### src/rtl/mult_sched_if.sv
// Signal bundle between the multiplier scheduler, its two requesters,
// their response consumers and the shared pipelined multiplier.
interface mult_sched_if #(
  parameter int N = 4,
  parameter int M = 4
);
  logic             req0_valid;
  logic             req0_ready;
  logic [N-1:0]     req0_a;
  logic [M-1:0]     req0_b;
  logic             req1_valid;
  logic             req1_ready;
  logic [N-1:0]     req1_a;
  logic [M-1:0]     req1_b;

  logic             pipe_en;
  logic [M+N-1:0]   pipe_mult1;
  logic [M-1:0]     pipe_mult2;
  logic             pipe_ready;
  logic [M+N-1:0]   pipe_result;

  logic             rsp0_valid;
  logic             rsp0_ready;
  logic [M+N-1:0]   rsp0_data;
  logic             rsp1_valid;
  logic             rsp1_ready;
  logic [M+N-1:0]   rsp1_data;

  logic             busy;
  logic             err;

  modport slave (
    input  req0_valid, req0_a, req0_b, req1_valid, req1_a, req1_b,
           pipe_ready, pipe_result, rsp0_ready, rsp1_ready,
    output req0_ready, req1_ready, pipe_en, pipe_mult1, pipe_mult2,
           rsp0_valid, rsp0_data, rsp1_valid, rsp1_data, busy, err
  );

  modport master (
    output req0_valid, req0_a, req0_b, req1_valid, req1_a, req1_b,
           pipe_ready, pipe_result, rsp0_ready, rsp1_ready,
    input  req0_ready, req1_ready, pipe_en, pipe_mult1, pipe_mult2,
           rsp0_valid, rsp0_data, rsp1_valid, rsp1_data, busy, err
  );
endinterface

### src/rtl/mult_sched.sv
// Round-robin, credit-based sharing of one fixed-latency multiplier pipeline
// between two requesters, with per-requester in-order response buffers.
module mult_sched #(
  parameter int N       = 4,
  parameter int M       = 4,
  parameter int LAT     = 4,
  parameter int CREDITS = 2
) (
  input  logic        clk,
  input  logic        rst_n,
  mult_sched_if.slave bus
);
  localparam int W  = M + N;
  localparam int PW = (CREDITS > 1) ? $clog2(CREDITS) : 1;
  localparam int CW = $clog2(CREDITS + 1);

  function automatic logic [PW-1:0] ptr_inc(input logic [PW-1:0] p);
    return (p == PW'(CREDITS - 1)) ? '0 : p + 1'b1;
  endfunction

  logic [1:0]     elig, gnt, rsp_hs, push, nonempty;
  logic [CW-1:0]  credit_q [2];
  logic [CW-1:0]  credit_d [2];
  logic           last_q, last_d;
  logic           pipe_en_q, pipe_id_q;
  logic [W-1:0]   mult1_q;
  logic [M-1:0]   mult2_q;
  logic [LAT-1:0] tag_v_q, tag_id_q;
  logic [W-1:0]   mem_q [2][CREDITS];
  logic [PW-1:0]  rd_q [2];
  logic [PW-1:0]  wr_q [2];
  logic [CW-1:0]  cnt_q [2];
  logic           err_q;
  logic           tail_v, tail_id;

  assign tail_v  = tag_v_q[LAT-1];
  assign tail_id = tag_id_q[LAT-1];

  // Arbitration: a tie goes to the requester that was not granted last.
  always_comb begin
    elig[0]     = bus.req0_valid && (credit_q[0] != '0);
    elig[1]     = bus.req1_valid && (credit_q[1] != '0);
    gnt         = '0;
    if (rst_n) begin
      if (elig[0] && (!elig[1] || last_q)) gnt[0] = 1'b1;
      else if (elig[1])                    gnt[1] = 1'b1;
    end
    last_d      = gnt[1] ? 1'b1 : (gnt[0] ? 1'b0 : last_q);
    nonempty[0] = (cnt_q[0] != '0);
    nonempty[1] = (cnt_q[1] != '0);
    rsp_hs[0]   = nonempty[0] && bus.rsp0_ready;
    rsp_hs[1]   = nonempty[1] && bus.rsp1_ready;
    for (int k = 0; k < 2; k++) begin
      push[k]     = tail_v && (tail_id == 1'(k));
      credit_d[k] = credit_q[k];
      if (gnt[k] && !rsp_hs[k])      credit_d[k] = credit_q[k] - 1'b1;
      else if (!gnt[k] && rsp_hs[k]) credit_d[k] = credit_q[k] + 1'b1;
    end
  end

  // Issue stage and owner tags; the tag tail lines up with pipe_ready.
  always_ff @(posedge clk or negedge rst_n) begin
    if (!rst_n) begin
      last_q    <= 1'b1;
      pipe_en_q <= 1'b0;
      pipe_id_q <= 1'b0;
      mult1_q   <= '0;
      mult2_q   <= '0;
      tag_v_q   <= '0;
      tag_id_q  <= '0;
      err_q     <= 1'b0;
    end else begin
      last_q    <= last_d;
      pipe_en_q <= |gnt;
      if (|gnt) begin
        pipe_id_q <= gnt[1];
        mult1_q   <= gnt[1] ? {{M{1'b0}}, bus.req1_a} : {{M{1'b0}}, bus.req0_a};
        mult2_q   <= gnt[1] ? bus.req1_b : bus.req0_b;
      end
      tag_v_q[0]  <= pipe_en_q;
      tag_id_q[0] <= pipe_id_q;
      for (int i = 1; i < LAT; i++) begin
        tag_v_q[i]  <= tag_v_q[i-1];
        tag_id_q[i] <= tag_id_q[i-1];
      end
      if (bus.pipe_ready != tail_v) err_q <= 1'b1;
    end
  end

  // Response buffers and credits; credits guarantee a push never hits a full buffer.
  always_ff @(posedge clk or negedge rst_n) begin
    if (!rst_n) begin
      for (int k = 0; k < 2; k++) begin
        credit_q[k] <= CW'(CREDITS);
        rd_q[k]     <= '0;
        wr_q[k]     <= '0;
        cnt_q[k]    <= '0;
        for (int i = 0; i < CREDITS; i++) mem_q[k][i] <= '0;
      end
    end else begin
      for (int k = 0; k < 2; k++) begin
        credit_q[k] <= credit_d[k];
        if (push[k]) begin
          mem_q[k][wr_q[k]] <= bus.pipe_result;
          wr_q[k]           <= ptr_inc(wr_q[k]);
        end
        if (rsp_hs[k]) rd_q[k] <= ptr_inc(rd_q[k]);
        cnt_q[k] <= cnt_q[k] + CW'(push[k]) - CW'(rsp_hs[k]);
      end
    end
  end

  assign bus.req0_ready = gnt[0];
  assign bus.req1_ready = gnt[1];
  assign bus.pipe_en    = pipe_en_q;
  assign bus.pipe_mult1 = mult1_q;
  assign bus.pipe_mult2 = mult2_q;
  assign bus.rsp0_valid = nonempty[0];
  assign bus.rsp1_valid = nonempty[1];
  assign bus.rsp0_data  = mem_q[0][rd_q[0]];
  assign bus.rsp1_data  = mem_q[1][rd_q[1]];
  assign bus.busy       = (|tag_v_q) || pipe_en_q || (|nonempty);
  assign bus.err        = err_q;
endmodule

### src/flat_wrapper.sv
// flat-port wrapper written by rule: the top's interface ports become plain ports
module mult_sched_flat 
#(
  parameter int N       = 4,
  parameter int M       = 4,
  parameter int LAT     = 4,
  parameter int CREDITS = 2
)
  (clk, rst_n, bus_req0_valid, bus_req0_a, bus_req0_b, bus_req1_valid, bus_req1_a, bus_req1_b, bus_pipe_ready, bus_pipe_result, bus_rsp0_ready, bus_rsp1_ready, bus_req0_ready, bus_req1_ready, bus_pipe_en, bus_pipe_mult1, bus_pipe_mult2, bus_rsp0_valid, bus_rsp0_data, bus_rsp1_valid, bus_rsp1_data, bus_busy, bus_err);
  mult_sched_if #(.N(N), .M(M)) bus_i ();
  input  logic clk;
  input  logic rst_n;
  input wire logic [$bits(bus_i.req0_valid)-1:0] bus_req0_valid;
  input wire logic [$bits(bus_i.req0_a)-1:0] bus_req0_a;
  input wire logic [$bits(bus_i.req0_b)-1:0] bus_req0_b;
  input wire logic [$bits(bus_i.req1_valid)-1:0] bus_req1_valid;
  input wire logic [$bits(bus_i.req1_a)-1:0] bus_req1_a;
  input wire logic [$bits(bus_i.req1_b)-1:0] bus_req1_b;
  input wire logic [$bits(bus_i.pipe_ready)-1:0] bus_pipe_ready;
  input wire logic [$bits(bus_i.pipe_result)-1:0] bus_pipe_result;
  input wire logic [$bits(bus_i.rsp0_ready)-1:0] bus_rsp0_ready;
  input wire logic [$bits(bus_i.rsp1_ready)-1:0] bus_rsp1_ready;
  output wire logic [$bits(bus_i.req0_ready)-1:0] bus_req0_ready;
  output wire logic [$bits(bus_i.req1_ready)-1:0] bus_req1_ready;
  output wire logic [$bits(bus_i.pipe_en)-1:0] bus_pipe_en;
  output wire logic [$bits(bus_i.pipe_mult1)-1:0] bus_pipe_mult1;
  output wire logic [$bits(bus_i.pipe_mult2)-1:0] bus_pipe_mult2;
  output wire logic [$bits(bus_i.rsp0_valid)-1:0] bus_rsp0_valid;
  output wire logic [$bits(bus_i.rsp0_data)-1:0] bus_rsp0_data;
  output wire logic [$bits(bus_i.rsp1_valid)-1:0] bus_rsp1_valid;
  output wire logic [$bits(bus_i.rsp1_data)-1:0] bus_rsp1_data;
  output wire logic [$bits(bus_i.busy)-1:0] bus_busy;
  output wire logic [$bits(bus_i.err)-1:0] bus_err;
  assign bus_i.req0_valid = bus_req0_valid;
  assign bus_i.req0_a = bus_req0_a;
  assign bus_i.req0_b = bus_req0_b;
  assign bus_i.req1_valid = bus_req1_valid;
  assign bus_i.req1_a = bus_req1_a;
  assign bus_i.req1_b = bus_req1_b;
  assign bus_i.pipe_ready = bus_pipe_ready;
  assign bus_i.pipe_result = bus_pipe_result;
  assign bus_i.rsp0_ready = bus_rsp0_ready;
  assign bus_i.rsp1_ready = bus_rsp1_ready;
  assign bus_req0_ready = bus_i.req0_ready;
  assign bus_req1_ready = bus_i.req1_ready;
  assign bus_pipe_en = bus_i.pipe_en;
  assign bus_pipe_mult1 = bus_i.pipe_mult1;
  assign bus_pipe_mult2 = bus_i.pipe_mult2;
  assign bus_rsp0_valid = bus_i.rsp0_valid;
  assign bus_rsp0_data = bus_i.rsp0_data;
  assign bus_rsp1_valid = bus_i.rsp1_valid;
  assign bus_rsp1_data = bus_i.rsp1_data;
  assign bus_busy = bus_i.busy;
  assign bus_err = bus_i.err;
  mult_sched #(.N(N), .M(M), .LAT(LAT), .CREDITS(CREDITS)) u_core (.clk(clk), .rst_n(rst_n), .bus(bus_i));
endmodule
### config.mk
export PLATFORM = sky130hd
export DESIGN_NAME = mult_sched_flat
export DESIGN_NICKNAME = d
export VERILOG_FILES = /design/src/rtl/mult_sched_if.sv /design/src/rtl/mult_sched.sv /design/src/flat_wrapper.sv
export SDC_FILE = /design/constraint.sdc
export NUM_CORES = 1
export LEC_CHECK = 0
export CAP_MARGIN = 40
export CORE_ASPECT_RATIO = 1.75
export CORE_UTILIZATION = 50
export DETAILED_ROUTE_END_ITERATION = 6
export GPL_ROUTABILITY_DRIVEN = 0
export PLACE_DENSITY = 0.82
export SYNTH_ARGS = -nofsm -noshare
export SYNTH_HDL_FRONTEND = slang
export SYNTH_SLANG_ARGS = --single-unit
export TNS_END_PERCENT = 50
### constraint.sdc
create_clock -name clk -period 2.1 [get_ports clk]
set_input_delay 0.42 -clock clk [delete_from_list [all_inputs] [get_ports clk]]
set_output_delay 0.42 -clock clk [all_outputs]
set_load 0.01 [all_outputs]
# Word-level counts from Yosys, hierarchy flattened
# Index checks and enable logic that the tools add are counted.
# word_totals
output_inout_bits	35
word_cells	103
regBits	68
# classes
bitwise_logic	5
eq_ne	1
n_lt_le_gt_ge	6
n_reduce_logical	31
n_mux	28
addsub	12
# op_table
cell	n
$mux 8	8
$bwmux 16	2
$demux 8 s1	2
$reduce_bool 2->1	7
$logic_and 1x1->1	13
$mux 2	5
$mux 1	9
$ge 2x2->1 const B	4
$mux 4	2
$not 1->2	4
$logic_not 1->1	5
$add 1x1->1 const B	4
$add 2x1->2	2
$add 2x1->2 const B	2
$lt 2x1->1 const B	2
$reduce_or 2->1	2
$reduce_or 4->1	1
$sub 2x1->2	2
$sub 2x1->2 const B	2
$logic_or 1x1->1	3
$ne 1x1->1	1
$not 1->1	1

# Longest topological paths before layout
# Gate-level depths: netlist of the first run.
# logic_depth
ltp_word	11
depth_mapped	8
mapped_depth_nobuf	8

# Worst setup path before layout of the first run
# No wires, ideal clock.
# synth_path
path_kind	reg-to-reg
from	reg u_core.credit_q[1] in the netlist's numbering
to	reg u_core.credit_q[1] in the netlist's numbering
required_time_ps	2025
setup_ps	75
period_less_slack_ps	1750
slack_ps	350
path_stages_with_launch	7
n_path_buf	1
t_arrival_ps	1676
cell_sequence	dfstp_2 o211ai_4 buf_4 nor2_1 ha_1 nor2_1 xor2_1
# synth_via
elab_chain_len	10
word_cells_on_any_way	16
# synth_rtl
element	line_no	rtl
start: declaration	mult_sched.sv:22	logic [CW-1:0] credit_q [2];
start signal: indexed assignment	mult_sched.sv:94	credit_q[k] <= CW'(CREDITS);
start signal: indexed assignment	mult_sched.sv:102	credit_q[k] <= credit_d[k];
$reduce_bool 2->1 (*)	mult_sched.sv:42	elig[1] = bus.req1_valid && (credit_q[1] != '0);
$logic_and 1x1->1 (*)	mult_sched.sv:42	
$logic_not 1->1	mult_sched.sv:45	if (elig[0] && (!elig[1] || last_q)) gnt[0] = 1'b1;
$logic_or 1x1->1	mult_sched.sv:45	
$logic_and 1x1->1	mult_sched.sv:45	
$mux 1 (*)	mult_sched.sv:45	
$mux 2 (*)	mult_sched.sv:44	if (rst_n) begin
via bus_req1_ready	flat_wrapper.sv:24	output wire logic [$bits(bus_i.req1_ready)-1:0] bus_req1_ready;
$logic_not 1->1	mult_sched.sv:57	else if (!gnt[k] && rsp_hs[k]) credit_d[k] = credit_q[k] + 1'b1;
$logic_and 1x1->1	mult_sched.sv:57	
$reduce_bool 2->1 (no line)	--	
# The timed path passes the listed nets; every way through them passes the cells marked *. The select of a mux whose other input is x is not followed.
# A chain may end at the register's enable or synchronous reset.

# Worst setup path in the final report of the first run
# layout_path
from	reg u_core.cnt_q[1] in the netlist's numbering
to	out bus_busy
# layout_via
elab_chain_len	3
# layout_rtl
element	line_no	rtl
start: declaration	mult_sched.sv:32	logic [CW-1:0] cnt_q [2];
start signal: indexed assignment	mult_sched.sv:108	cnt_q[k] <= cnt_q[k] + CW'(push[k]) - CW'(rsp_hs[k]);
$reduce_bool 2->1	mult_sched.sv:50	nonempty[1] = (cnt_q[1] != '0);
$reduce_or 2->1	mult_sched.sv:122	assign bus.busy = (|tag_v_q) || pipe_en_q || (|nonempty);
$logic_or 1x1->1	mult_sched.sv:122	
end: declaration	flat_wrapper.sv:32	output wire logic [$bits(bus_i.busy)-1:0] bus_busy;
# Every way passes these cells.

==> results.py, run 1 <==
metrics = {
    "outcome": {
        "status": "finished, final reports clean",
    },
    "worst_setup_path": {
        "rr_endpoint": "u_core.cnt_q[1]",
        "critPathLaunchType": "register",
        "reg2reg_setup_slack_ns": 0.33,
        "cp.arrival_ns": 1.56,
        "end_kind": "primary output",
        "cp-startpoint": "u_core.cnt_q[1]",
        "required_ns": 1.68,
        "r2r_cells": 8,
        "crit_type": "reg -> out",
        "path_max_fanout": 3,
        "endpoint": "bus_busy",
        "r2r-start": "u_core.cnt_q[1]",
    },
    "sta": {
        "worstMarginPinSlew_ns": 0.7950,
        "max_freq_mhz": 504.0,
        "finalHoldViolCount": 0,
        "min_period_ns": 1.984,
        "slew_violations": 0,
        "slew-limit-headroom_pct": 47.00,
        "rsz0062_at_grt": "false",
        "finalClockSkew_ns": 0.01118,
        "period_share_pct": 94.49,
        "setup_viol": 0,
    },
    "finish": {
        "syn2layout_area_growth_pct": 30.75,
        "num_antenna_cells": 0,
        "final_nets": 324,
        "stdcell_area_um2": 3846,
        "layout-drive-gt1-share_pct": 34.25,
    },
    "clock_tree": {
        "h-tree-depth": 3,
        "clockRootBuffer": "clkbuf_8",
        "cts_sinks": 64,
        "clk_pin_slew_ns": 0.07,
        "clkLatencyLatePin_ns": 0.34,
        "cts_buffer_depth": 2,
        "cts_tree": "done",
        "cts_made_buffers": 9,
    },
    "power": {
        "power_density_nw_per_um2": 1520,
        "p_switching_uw": 1896,
        "leakage_uw": 0.001736,
        "fin_total_pwr_uw": 5845,
        "switching_share_pct": 32.44,
        "seq_power_share_pct": 38.9,
        "peakVddDrop_uv": 812.5,
        "p_int_uw": 3949,
        "clkPwrFrac_pct": 17.2,
        "p_comb_share_pct": 43.9,
    },
    "synthesis": {
        "ys.flop_type": "dfrtp_1",
        "yosysSeqAreaShare_pct": 54.57,
        "synth_area_leaders": "dfrtp_1 52%, mux2_2 15%, mux2_4 4.1%",
        "synthCells": 212,
        "yosysTopAreaCell": "dfrtp_1",
        "syn_avg_cell_area_um2": 13.88,
        "netlist_top_cells_count": "61 x dfrtp_1, 40 x mux2_2, 12 x xnor2_1",
        "synth_seq_cells": 64,
        "async_reset_ff_share_pct": 100.0,
        "yosysMostFrequentCell": "dfrtp_1",
        "synth_top_area_share_pct": 51.89,
        "syn_area_um2": 2942,
        "synth-edff-count": 0,
        "ys.warnings.count": 0,
        "netlist-cell-type-count": 37,
    },
    "floorplan": {
        "fp.dieArea_um2": 6206,
        "initial_utilization_pct": 52.24,
        "ioPinCount": 66,
        "die_w_um": 59.98,
        "die_h_um": 103.5,
        "core_um2": 5630,
        "rows": 36,
    },
    "worst_hold_path": {
        "hold_start": "u_core.tag_id_q[1]",
        "hold_depth": 0,
        "hp-class": "reg -> reg",
    },
    "detailed_routing": {
        "postRouteAntennaNets": 0,
        "drt-vias-per-instance": 5.136,
        "drt-total-wl_um": 5725,
        "wl_per_cell_um": 15.56,
        "via_count": 1890,
        "route.detailed.drc": 0,
        "firstDrtPassIters": 4,
        "first_iter_violations": 56,
    },
    "grt": {
        "grt_pass1_vias": 1958,
        "track_usage_pct": 21.05,
        "antenna_found_initial": 0,
        "grt_pass1_wl_um": 9459,
        "grt_max_degree": 65,
        "overflow": 0,
    },
    "place": {
        "port_buffers": 61,
        "dp_hpwl_um": 4067,
        "dpl_cell_area_um2": 3621,
    },
    "job": {
        "max_cap_viol_count": 0,
    },
}
## power groups by stage
stage                     logic (µW)  registers, µW  clock network, µW
after floorplan                 1690           2170                  0
after global placement          2550           2300                  0
after detailed placement        2620           2330                  0
after CTS                       2630           2280               1030
after global routing            2810           2360               1090
final                           2570           2270               1000
## cells by family (layout without fill, tap and decap cells)
group / count (synthesis) / count (layout) / share of synthesized area [%]
multiplexers: 48 / 48 / 19.40
buffers and inverters: 19 / 96 / 4.253
AO/OA/AOI/OAI: 24 / 24 / 8.507
adder cells (fa/ha/maj): 6 / 6 / 2.552
flip-flops: 64 / 64 / 54.57
other: 1 / 4 / 0.1275
AND/OR/NAND/NOR: 36 / 36 / 6.423
XOR/XNOR: 14 / 14 / 4.169
## critical path: stages, from the launching register on
cell	delay (ns)
dfrtp_1	0.39
or2_2	0.31
nor3_1	0.14
nand3b_1	0.10
dlygate4sd2_1	0.29
## routing by layer
layer,global-route usage [%],up-vias,share of wire (%)
li1,-,901,-
met1,24.39,920,41
met2,35.90,61,53
met3,5.970,8,4.3
met4,8.587,0,1.3
met5,0,-,0
## through the flow
| step | setup TNS [ns] | hold WS (ns) | setup WS, ns | cells | utilization (%) |
|---|---|---|---|---|---|
| floorplan | 0 | 0.1244 | 0.3498 | 215 | - |
| global placement | -0.1515 | 0.3346 | -0.09022 | 348 | 64.31 |
| detailed placement | -0.1802 | 0.3389 | -0.1017 | 348 | 64.31 |
| CTS | 0 | 0.3473 | 0.002611 | 368 | 67.96 |
| global route | 0 | 0.3556 | 0.01769 | 368 | 68.31 |
| finish | 0 | 0.3454 | 0.1158 | 368 | 68.31 |
## layout make-up
class / instances / area [µm²]
clock buffers: 10 / 127.6
fillers: 426 / 1784
multi-input cells: 132 / 1222
flip-flops and latches: 64 / 1609
inverters: 6 / 25.02
repair buffers: 74 / 706.9
clock inverters: 6 / 60.06
well taps: 76 / 95.09
## placed cells by master, fill, tap and decap left out, drive strengths merged, types with 4 or more instances in the layout
| cell | count |
|---|---|
| clkdlybuf4s50 | 41 |
| nand2 | 5 |
| dlymetal6s2s | 8 |
| nand3 | 9 |
| clkinv | 4 |
| clkbuf | 10 |
| xnor2 | 12 |
| inv | 5 |
| nor2 | 4 |
| ha | 6 |
| conb | 4 |
| buf | 14 |
| dfrtp | 61 |
| a211oi | 8 |
| o31ai | 8 |
| dlygate4sd2 | 11 |
| nor3 | 10 |
| mux2 | 48 |
## how the worst min path moves through the flow
stage	to
after global routing	u_core.tag_id_q[3]
after global placement	u_core.tag_id_q[3]
final	u_core.tag_id_q[2]
after floorplan	u_core.bus.err
after detailed placement	u_core.tag_id_q[2]
after CTS	u_core.tag_id_q[2]
## timing repair
item	in CTS	in global routing
hold endpoints to repair	0	0
gates cloned	0	0
pin swaps	0	0
hold buffers	0	0
gates resized for setup	14	8
setup buffers	4	0
setup endpoints to repair	19	8
## flip-flops by register name, indices dropped and copies added, names as in the netlist, 4 cells and up
| signal | flops |
|---|---|
| u_core.cnt_q | 4 |
| u_core.tag_v_q | 4 |
| u_core.bus.pipe_mult1 | 4 |
| u_core.credit_q | 4 |
| u_core.tag_id_q | 4 |
| u_core.mem_q | 32 |
| u_core.bus.pipe_mult2 | 4 |
Power figures use the tool's default switching activity.
==> run 2: changes to the inputs <==
--- a/config.mk
+++ b/config.mk
@@ -10,7 +10,7 @@
 export CORE_UTILIZATION = 50
 export DETAILED_ROUTE_END_ITERATION = 6
 export GPL_ROUTABILITY_DRIVEN = 0
-export PLACE_DENSITY = 0.82
+export PLACE_DENSITY_LB_ADDON = 0.2
 export SYNTH_ARGS = -nofsm -noshare
 export SYNTH_HDL_FRONTEND = slang
 export SYNTH_SLANG_ARGS = --single-unit
==> run 2 against run 1 <==
Sequential power about the same. First-iteration DRC count shrank 27%. Critical endpoint is now bus_rsp0_valid. Utilization decreased by 0.62 points. Largest power group unchanged. Clock-buffer cell count is 3 higher. Cell area shrank 0.91%. Routed wire length decreased by 3.5%. Global-route usage fell by 0.55 points. Critical path depth down 2. Sequential cell count did not move.
==> results.py, run 2 (same netlist as run 1, synthesis figures left out) <==
metrics = {
    "worst_setup_path": {
        "critical_path.cell_chain": "or2_2 > clkdlybuf4s50_1",
        "critPathLaunchType": "register",
        "cp.arrival_ns": 1.56,
        "end_kind": "primary output",
        "crit_type": "reg -> out",
        "slowest_delay_ns": 0.49,
        "path_max_fanout": 3,
        "r2r_cells": 8,
        "required_ns": 1.68,
        "cp_slowest_cell": "clkdlybuf4s50_1",
    },
    "finish": {
        "final_cell_count_no_fill": 366,
        "multiInputGateArea_um2": 1226,
        "num-fill-cells": 430,
        "num_antenna_cells": 0,
        "regArea_um2": 1609,
        "syn2layout_area_growth_pct": 29.56,
        "largest_reg_flops": 32,
        "layout-drive-gt1-share_pct": 33.45,
        "final_common_cell": "dfrtp_1",
        "regMostFlops": "u_core.mem_q",
        "final_nets": 322,
        "final_cell_mix": "58 x dfrtp_1, 41 x clkdlybuf4s50_1, 40 x mux2_2, 19 x dlygate4sd2_1, 12 x xnor2_1",
    },
    "clock_tree": {
        "clk_pin_slew_ns": 0.07,
        "cts_tree": "done",
        "cts_sinks": 64,
        "h-tree-depth": 3,
        "cts_buffer_depth": 2,
        "hold_buffers": 0,
        "clkLatencyLatePin_ns": 0.33,
        "cts_made_buffers": 9,
        "clockRootBuffer": "clkbuf_8",
    },
    "power": {
        "peakVddDrop_uv": 940.8,
        "seq_power_share_pct": 40.0,
        "p_int_uw": 3917,
        "p_switching_uw": 1842,
        "switching_share_pct": 31.98,
        "power_density_nw_per_um2": 1511,
        "clkPwrFrac_pct": 17.5,
        "leakage_uw": 0.001661,
        "p_comb_share_pct": 42.5,
    },
    "floorplan": {
        "ioPinCount": 66,
        "core_um2": 5630,
        "die_h_um": 103.5,
        "die_w_um": 59.98,
        "initial_utilization_pct": 52.24,
        "fp.dieArea_um2": 6206,
        "rows": 36,
    },
    "grt": {
        "grt_pass1_vias": 1991,
        "antenna_found_initial": 1,
        "grt_pass1_wl_um": 9156,
        "grt_max_degree": 65,
        "track_usage_pct": 20.50,
        "overflow": 0,
    },
    "worst_hold_path": {
        "hold_depth": 0,
        "hp-class": "reg -> reg",
    },
    "sta": {
        "max_freq_mhz": 505.6,
        "tns_ns": 0,
        "slew-limit-headroom_pct": 48.85,
        "min_period_ns": 1.978,
        "slew_violations": 0,
        "worstMarginPinSlew_ns": 0.7673,
        "finalHoldViolCount": 0,
        "finalClockSkew_ns": 0.008904,
        "setup_viol": 0,
        "rsz0062_at_grt": "false",
        "period_share_pct": 94.18,
    },
    "detailed_routing": {
        "route.detailed.drc": 0,
        "via_count": 1887,
        "drt-vias-per-instance": 5.156,
        "firstDrtPassIters": 3,
        "postRouteAntennaNets": 0,
        "drt-total-wl_um": 5522,
        "wl_per_cell_um": 15.09,
        "first_iter_violations": 41,
    },
    "place": {
        "dp_cells": 349,
        "port_buffers": 61,
        "dp_hpwl_um": 4022,
    },
    "outcome": {
        "status": "finished, final reports clean",
    },
    "job": {
        "max_cap_viol_count": 0,
    },
}
run 2: worst paths after layout:
kind | to | slack, ns | startpoint
max | bus_rsp0_valid | 0.12 | u_core.cnt_q[3]
min | u_core.tag_id_q[1] | 0.35 | u_core.tag_id_q[0]
max reg2reg | u_core.cnt_q[3] | 0.30 | u_core.cnt_q[3]
min reg2reg | u_core.tag_id_q[1] | 0.35 | u_core.tag_id_q[0]
max in group asynchronous | u_core.rd_q[1] | 1.19 | rst_n
min in group asynchronous | u_core.tag_id_q[0] | 0.37 | rst_n
run 2: cell type report:
cell class | count | area share [%]
flip-flops and latches | 64 | 42.22
multi-input cells | 132 | 32.17
repair buffers | 72 | 17.43
clock buffers | 13 | 3.907
well taps | 76 | 2.495
clock inverters | 3 | 1.116
inverters | 6 | 0.6566
run 2: metal layers:
metal	global-route usage (%)	wire, µm	vias to the layer above	share of wire, %
met5	0	13	-	0.24
met4	9.481	91	2	1.6
met3	8.333	282	10	5.1
met2	35.13	2942	52	53
met1	21.43	2191	931	40
li1	-	-	892	-
run 2: worst max-delay path, delay by kind of cell (launching register included):
family	cells	cell delay, ns
buf+inv	1	0.49
flops	1	0.39
simple gates	1	0.35
run 2: power by group through the flow:
stage	registers, µW	clock network, µW	logic (µW)
after floorplan	2170	0	1690
after global placement	2290	0	2580
after CTS	2310	1030	2490
final	2300	1010	2450
after detailed placement	2310	0	2650
after global routing	2380	1100	2690
run 2: timing repair:
item / in CTS / in global routing
resized for setup: 23 / 0
setup endpoints to repair: 19 / 0
buffers inserted: 1 / 0
run 2: through the flow:
step / cell area, µm² / power [µW] / setup slack (ns) / hold slack [ns] / util (%)
floorplan: 2953 / 3867 / 0.3498 / 0.1244 / -
global placement: 3628 / 4868 / -0.1442 / 0.3381 / 64.44
detailed placement: 3628 / 4962 / -0.2187 / 0.3347 / 64.44
CTS: 3811 / 5833 / 0.09256 / 0.3538 / 67.69
global route: 3811 / 6168 / 0.02626 / 0.3656 / 67.69
finish: 3811 / 5759 / 0.1222 / 0.3521 / 67.69
